$ cat src/rtl/vram_dma_pkg.sv
// Shared definitions for the VRAM DMA programmer.
// Holds the sequencer state enum, the DMA engine CSR word indices, the
// control word that launches a transfer, and the IRQ watchdog limit.
package vram_dma_pkg;

    typedef enum logic [2:0] {
        StIdle    = 3'd0,
        StClrStat = 3'd1,
        StWrRaddr = 3'd2,
        StWrWaddr = 3'd3,
        StWrLen   = 3'd4,
        StWrCtrl  = 3'd5,
        StWaitIrq = 3'd6,
        StAckIrq  = 3'd7
    } vram_dma_state_e;

    localparam logic [2:0] DMA_REG_STATUS = 3'd0;
    localparam logic [2:0] DMA_REG_RADDR  = 3'd1;
    localparam logic [2:0] DMA_REG_WADDR  = 3'd2;
    localparam logic [2:0] DMA_REG_LEN    = 3'd3;
    localparam logic [2:0] DMA_REG_CTRL   = 3'd6;

    // WORD | GO | I_EN | LEEN
    localparam logic [31:0] DMA_CTRL_GO = 32'h0000_009C;

    localparam int unsigned DMA_TIMEOUT_CYCLES = 32'd1 << 20;

endpackage

$ cat src/rtl/vram_dma_programmer.sv
// Programs an Avalon-MM DMA engine to copy one full VRAM frame.
// On start (accepted only when idle) the source byte address is word-aligned
// and latched, then the sequencer clears the DMA status, writes read address,
// write address, length and control (GO), waits for the DMA interrupt and
// finally acknowledges it by clearing status again.
//
// Ports:
//   clk, rst_n        clock, asynchronous active-low reset
//   start, src_addr   transfer request and CPU source byte address
//   busy              high in every non-idle state
//   done              one-cycle pulse on normal completion
//   timeout_err       one-cycle pulse when the IRQ watchdog aborted the wait
//   avm_*             Avalon-MM master towards the DMA CSR slave
//   dma_irq           level interrupt from the DMA engine
//
// Build option: define VRAM_DMA_TIMEOUT_EN to add an IRQ watchdog; without
// it WAIT_IRQ waits forever and timeout_err is tied low.
module vram_dma_programmer
    import vram_dma_pkg::*;
#(
    parameter int unsigned VRAM_LEN = 53568,
    parameter logic [31:0] DST_ADDR = 32'h0
) (
    input  logic        clk,
    input  logic        rst_n,
    input  logic        start,
    input  logic [31:0] src_addr,
    output logic        busy,
    output logic        done,
    output logic        timeout_err,
    output logic [2:0]  avm_address,
    output logic        avm_write,
    output logic [31:0] avm_writedata,
    input  logic        avm_waitrequest,
    input  logic        dma_irq
);

    vram_dma_state_e r_state, w_state_nxt;
    logic [31:0]     r_src, w_src_nxt;
    logic            r_done, w_done_nxt;
    logic            w_timeout_nxt;
    logic            w_wd_hit;

`ifdef VRAM_DMA_TIMEOUT_EN
    localparam int unsigned CNT_W = $clog2(DMA_TIMEOUT_CYCLES) + 1;

    logic [CNT_W-1:0] r_wait_cnt;
    logic             r_to_flag, w_to_flag_nxt;
    logic             r_timeout_err;

    // Counter reaches the limit on the last permitted WAIT_IRQ cycle.
    assign w_wd_hit = (r_wait_cnt == CNT_W'(DMA_TIMEOUT_CYCLES - 1));
`else
    assign w_wd_hit = 1'b0;
`endif

    always_comb begin
        w_state_nxt   = r_state;
        w_src_nxt     = r_src;
        w_done_nxt    = 1'b0;
        w_timeout_nxt = 1'b0;
`ifdef VRAM_DMA_TIMEOUT_EN
        w_to_flag_nxt = r_to_flag;
`endif
        avm_write     = 1'b0;
        avm_address   = DMA_REG_STATUS;
        avm_writedata = 32'h0;

        unique case (r_state)
            StIdle: begin
                if (start) begin
                    w_src_nxt   = src_addr & 32'hFFFF_FFFC;
                    w_state_nxt = StClrStat;
`ifdef VRAM_DMA_TIMEOUT_EN
                    w_to_flag_nxt = 1'b0;
`endif
                end
            end
            StClrStat: begin
                avm_write = 1'b1;
                if (!avm_waitrequest) w_state_nxt = StWrRaddr;
            end
            StWrRaddr: begin
                avm_write     = 1'b1;
                avm_address   = DMA_REG_RADDR;
                avm_writedata = r_src;
                if (!avm_waitrequest) w_state_nxt = StWrWaddr;
            end
            StWrWaddr: begin
                avm_write     = 1'b1;
                avm_address   = DMA_REG_WADDR;
                avm_writedata = DST_ADDR;
                if (!avm_waitrequest) w_state_nxt = StWrLen;
            end
            StWrLen: begin
                avm_write     = 1'b1;
                avm_address   = DMA_REG_LEN;
                avm_writedata = 32'(VRAM_LEN);
                if (!avm_waitrequest) w_state_nxt = StWrCtrl;
            end
            StWrCtrl: begin
                avm_write     = 1'b1;
                avm_address   = DMA_REG_CTRL;
                avm_writedata = DMA_CTRL_GO;
                if (!avm_waitrequest) w_state_nxt = StWaitIrq;
            end
            StWaitIrq: begin
                if (dma_irq) begin
                    w_state_nxt = StAckIrq;
                end else if (w_wd_hit) begin
                    w_state_nxt = StAckIrq;
`ifdef VRAM_DMA_TIMEOUT_EN
                    w_to_flag_nxt = 1'b1;
`endif
                end
            end
            StAckIrq: begin
                avm_write = 1'b1;
                if (!avm_waitrequest) begin
                    w_state_nxt = StIdle;
`ifdef VRAM_DMA_TIMEOUT_EN
                    w_timeout_nxt = r_to_flag;
                    w_done_nxt    = !r_to_flag;
`else
                    w_done_nxt    = 1'b1;
`endif
                end
            end
            default: w_state_nxt = StIdle;
        endcase
    end

    always_ff @(posedge clk or negedge rst_n) begin
        if (!rst_n) begin
            r_state <= StIdle;
            r_src   <= 32'h0;
            r_done  <= 1'b0;
        end else begin
            r_state <= w_state_nxt;
            r_src   <= w_src_nxt;
            r_done  <= w_done_nxt;
        end
    end

`ifdef VRAM_DMA_TIMEOUT_EN
    always_ff @(posedge clk or negedge rst_n) begin
        if (!rst_n) begin
            r_wait_cnt    <= '0;
            r_to_flag     <= 1'b0;
            r_timeout_err <= 1'b0;
        end else begin
            r_to_flag     <= w_to_flag_nxt;
            r_timeout_err <= w_timeout_nxt;
            // Clear on entry so every wait starts a fresh watchdog window.
            if (r_state != StWaitIrq && w_state_nxt == StWaitIrq) begin
                r_wait_cnt <= '0;
            end else if (r_state == StWaitIrq) begin
                r_wait_cnt <= r_wait_cnt + 1'b1;
            end
        end
    end

    assign timeout_err = r_timeout_err;
`else
    assign timeout_err = 1'b0;
    logic w_unused_timeout;
    assign w_unused_timeout = w_timeout_nxt;
`endif

    assign busy = (r_state != StIdle);
    assign done = r_done;

endmodule

$ cat config.mk
export PLATFORM = sky130hd
export DESIGN_NAME = vram_dma_programmer
export DESIGN_NICKNAME = d
export VERILOG_FILES = /design/src/rtl/vram_dma_pkg.sv /design/src/rtl/vram_dma_programmer.sv
export SDC_FILE = /design/constraint.sdc
export NUM_CORES = 1
export LEC_CHECK = 0
export CAP_MARGIN = 20
export CORE_UTILIZATION = 38
export DETAILED_ROUTE_END_ITERATION = 10
export PLACE_DENSITY = 0.77
export SYNTH_ARGS = -nofsm -noshare
export SYNTH_HDL_FRONTEND = slang
export SYNTH_SLANG_ARGS = --single-unit
$ cat constraint.sdc
create_clock -name clk -period 1.5 [get_ports clk]
set_input_delay 0.15 -clock clk [delete_from_list [all_inputs] [get_ports clk]]
set_output_delay 0.15 -clock clk [all_outputs]
set_load 0.005 [all_outputs]
==> results.md <==
- Largest family of logic cells by synthesized area: multiplexers
- PD cells: 1970 nW/um^2
- Clock Tree Buf Depth: 2
- Row cnt: 24
- Distinct cells, synth: 25
- Avg WL per Cell: between 15 and 20 um
- RSZ-0062 raised after global routing: true
- CP max FO: 7
- Setup CP Type: reg2out
- ANT cells: 0
- Post-synthesis mux area share: between 20% and 30%
- Synth Warn #: 0
- Crit path max-delay family: buffers and inverters
- Gate power share: 58.7%
- Setup ws final: -246 ps
- Failing checks: DRC, setup timing
- NetSw: around 0.0019 W
- Core area: 4440 um^2
- Total of max-cap violations: 0
- P_leak: 1.48 nW
- Antenna violation net count after detailed routing: 0
- Fillers: between 300 and 400
- Post-Synth XOR/XNOR Area: less than 1%
- Max Clk Rate: between 500 and 600 MHz
- Via count: 1,418
- Clk sinks: 34
- Worst Path Required: around 1400 ps
- Sequential area share after synthesis: between 40% and 50%
- Die area: 4990 um^2
- Final hold vios: 0
- Placed cell area: 2620 um^2
- Cells after Synth: 137
- Sw frac: 31.0%
- CTS Buf Count: 5
- Status: complete, but fails checks
- Max VDD drop: 1.32 mV
- Clock share of power: 13.6%
- Die Y: slightly above 70 um
- Initial antenna violation count: 0
- H-tree depth reported by CTS: 2
- Fin Clk Skew: around 1.4 ps
- Critical path buffers and inverters: 5
- Largest net degree at the start of global routing: 35
- Tmin final: 1750 ps
- Compound-Gate Fraction of Synth Area: under 10%
- Largest cells by area after synthesis: dfrtp_1, mux2_4, and3_1
- Share of layout cells above drive strength 1: approximately 59%
- Most frequent cells in the layout: dfrtp_1, clkdlybuf4s50_1, buf_6, mux2_4, buf_2
- Simple-gate area share of the yosys netlist: 13.4%
- Worst slew pin tran: roughly 760 ps
- Design area: just over 3000 um^2
- CTS tree: built
- Worst slew margin: a little under 50%
- Most used cell, CP: buf_6
- Total track usage: between 10% and 20%
- Dpl hpwl: 2690 um
- Synth Cell Area: about 1800 um^2
- Detailed Route Iter0 Violations: slightly above 90
- Crit path DAT: 1600 ps
- Top cell type's share of synthesized area: between 40% and 50%
- Internal Power: between 0.004 and 0.005 W
- Slew Limit Fails: 0
- Synthesized flop and latch total: 34
- Tcrit/Tclk final: 116%
- I/O Buffers: 70
- HP Class: in2async
- Share of power burned in registers: between 20% and 30%
- DR DRC count: 12
- Pwr Total: roughly 0.0060 W
- Placer Congestion: between 0.7 and 0.8
- Synthesized area per cell: between 10 and 15 um^2
- Drt pass-1 iters: 7
- Slowest stage delay, CP: 400 ps
- Worst setup SP type: flop
- Die width: 70.6 um
- Clock transition at path regs: 70 ps
- CP max stage cell: dfrtp_1
- Vias per inst: about 5
- Synth Area in Adders: 0%
- WL final: about 4500 um
- # IOs: 76
- Vias in the first global route: about 1,500
- Setup Viol. Count Final: 63
- Cell taking the most area after synthesis: dfrtp_1
- Area Overhead vs Synth: 70.3%
- Initial core utilization: approximately 40%
- CTS root buf: clkbuf_8
- Worst-path cell chain: buf_4 > nor2b_4 > buf_6 > buf_16 > buf_6 > and3_4 > buf_6
- Clock Latency Late Sink: about 280 ps
- GRT overflow: 0
- Nets: ~280
- Critical Path End Type: primary output
- First-pass GRT wire length: approximately 7400 um
[per-stage QoR]
stage	utilization [%]	setup WS, ps	hold WS, ps	setup TNS (ps)	std cells
2_1_floorplan	-	-89.1	-146	-2670	139
3_5_place_dp	59.0	-211	264	-5840	263
6_report	68.6	-246	480	-10350	291
5_1_grt	68.6	-294	469	-13100	291
4_1_cts	68.3	-258	469	-10440	294
3_3_place_gp	59.0	-146	262	-5220	263
[area by class of cell]
| class | instances | area, um^2 | area share, % |
|---|---|---|---|
| clock buffer | 7 | 76.3 | 2.50 |
| clock inverter | 1 | 30.0 | 0.985 |
| inverter | 3 | 11.3 | 0.369 |
| multi-input combinational | 88 | 963 | 31.6 |
| sequential | 34 | 851 | 27.9 |
| tap | 52 | 65.1 | 2.13 |
| timing repair buffer | 106 | 1050 | 34.5 |
[worst paths after layout]
kind	start	to	slack (ps)	cells past startpoint
worst max-delay path	r_state[2]	avm_writedata[23]	-250	7
worst min-delay path	rst_n	r_src[17]	480	2
worst max register to register	r_state[1]	r_src[24]	-220	5
worst min register to register	r_src[21]	r_src[21]	510	1
max in group asynchronous	rst_n	r_state[0]	540	2
min in group clk	src_addr[3]	r_src[3]	480	2
[synthesized netlist by cell type]
| library cell | n |
|---|---|
| nand2b_1 | 1 |
| a221oi_1 | 1 |
| and3_1 | 22 |
| nand3_1 | 1 |
| a21oi_1 | 6 |
| xnor2_1 | 1 |
| xor2_1 | 1 |
| buf_6 | 1 |
| or2b_1 | 1 |
| nor2_8 | 1 |
| mux2i_1 | 2 |
| buf_2 | 2 |
| clkbuf_1 | 5 |
| or3_4 | 1 |
| nand2_1 | 6 |
| mux2_4 | 30 |
| nor2b_1 | 3 |
| conb_1 | 1 |
| inv_1 | 3 |
| buf_12 | 3 |
| dfrtp_1 | 34 |
| o21ai_0 | 1 |
| buf_4 | 3 |
| nor2_1 | 3 |
| a21o_1 | 4 |
[what timing repair did]
action / in CTS / in global routing
hold buffers: 1 / 0
endpoints found under the hold margin: 34 / 0
pin swaps: 15 / 7
buffers inserted: 19 / 3
resized for setup: 192 / 21
setup endpoints to repair: 64 / 65
cloned: 3 / 0
[worst register-to-register path: cells and delay by family (launching register included)]
kind | cells | cell delay [ps]
flops | 1 | 400
simple gates | 2 | 590
buf+inv | 2 | 310
mux | 1 | 310
[per-layer routing]
layer | vias up | global-route usage (%) | part of all wire (%)
met3 | 2 | 6.27 | 7.1
met5 | - | 0 | 0
met4 | 0 | 4.67 | 0.33
li1 | 668 | - | -
met2 | 56 | 35.0 | 52
met1 | 692 | 22.9 | 40
[sequential cells by signal (all words and copies together), names as in the netlist]
| signal | flops |
|---|---|
| r_src | 30 |
| r_state | 3 |
| done | 1 |
[kinds of logic after synthesis]
logic type	Yosys count
flops	34
compound gates	12
xor+xnor	2
mux	32
simple gates	39
buf+inv	17
other cells	1
[power by group through the flow]
stage,Combinational [W],Clock (W),Sequential (W)
global route,0.00377,0.000887,0.00172
CTS,0.00358,0.000841,0.00165
finish,0.00353,0.000816,0.00166
global placement,0.00265,0,0.00163
detailed placement,0.00270,0,0.00163
floorplan,0.00155,0,0.00154
No activity file was read; power rests on OpenSTA's default activity.
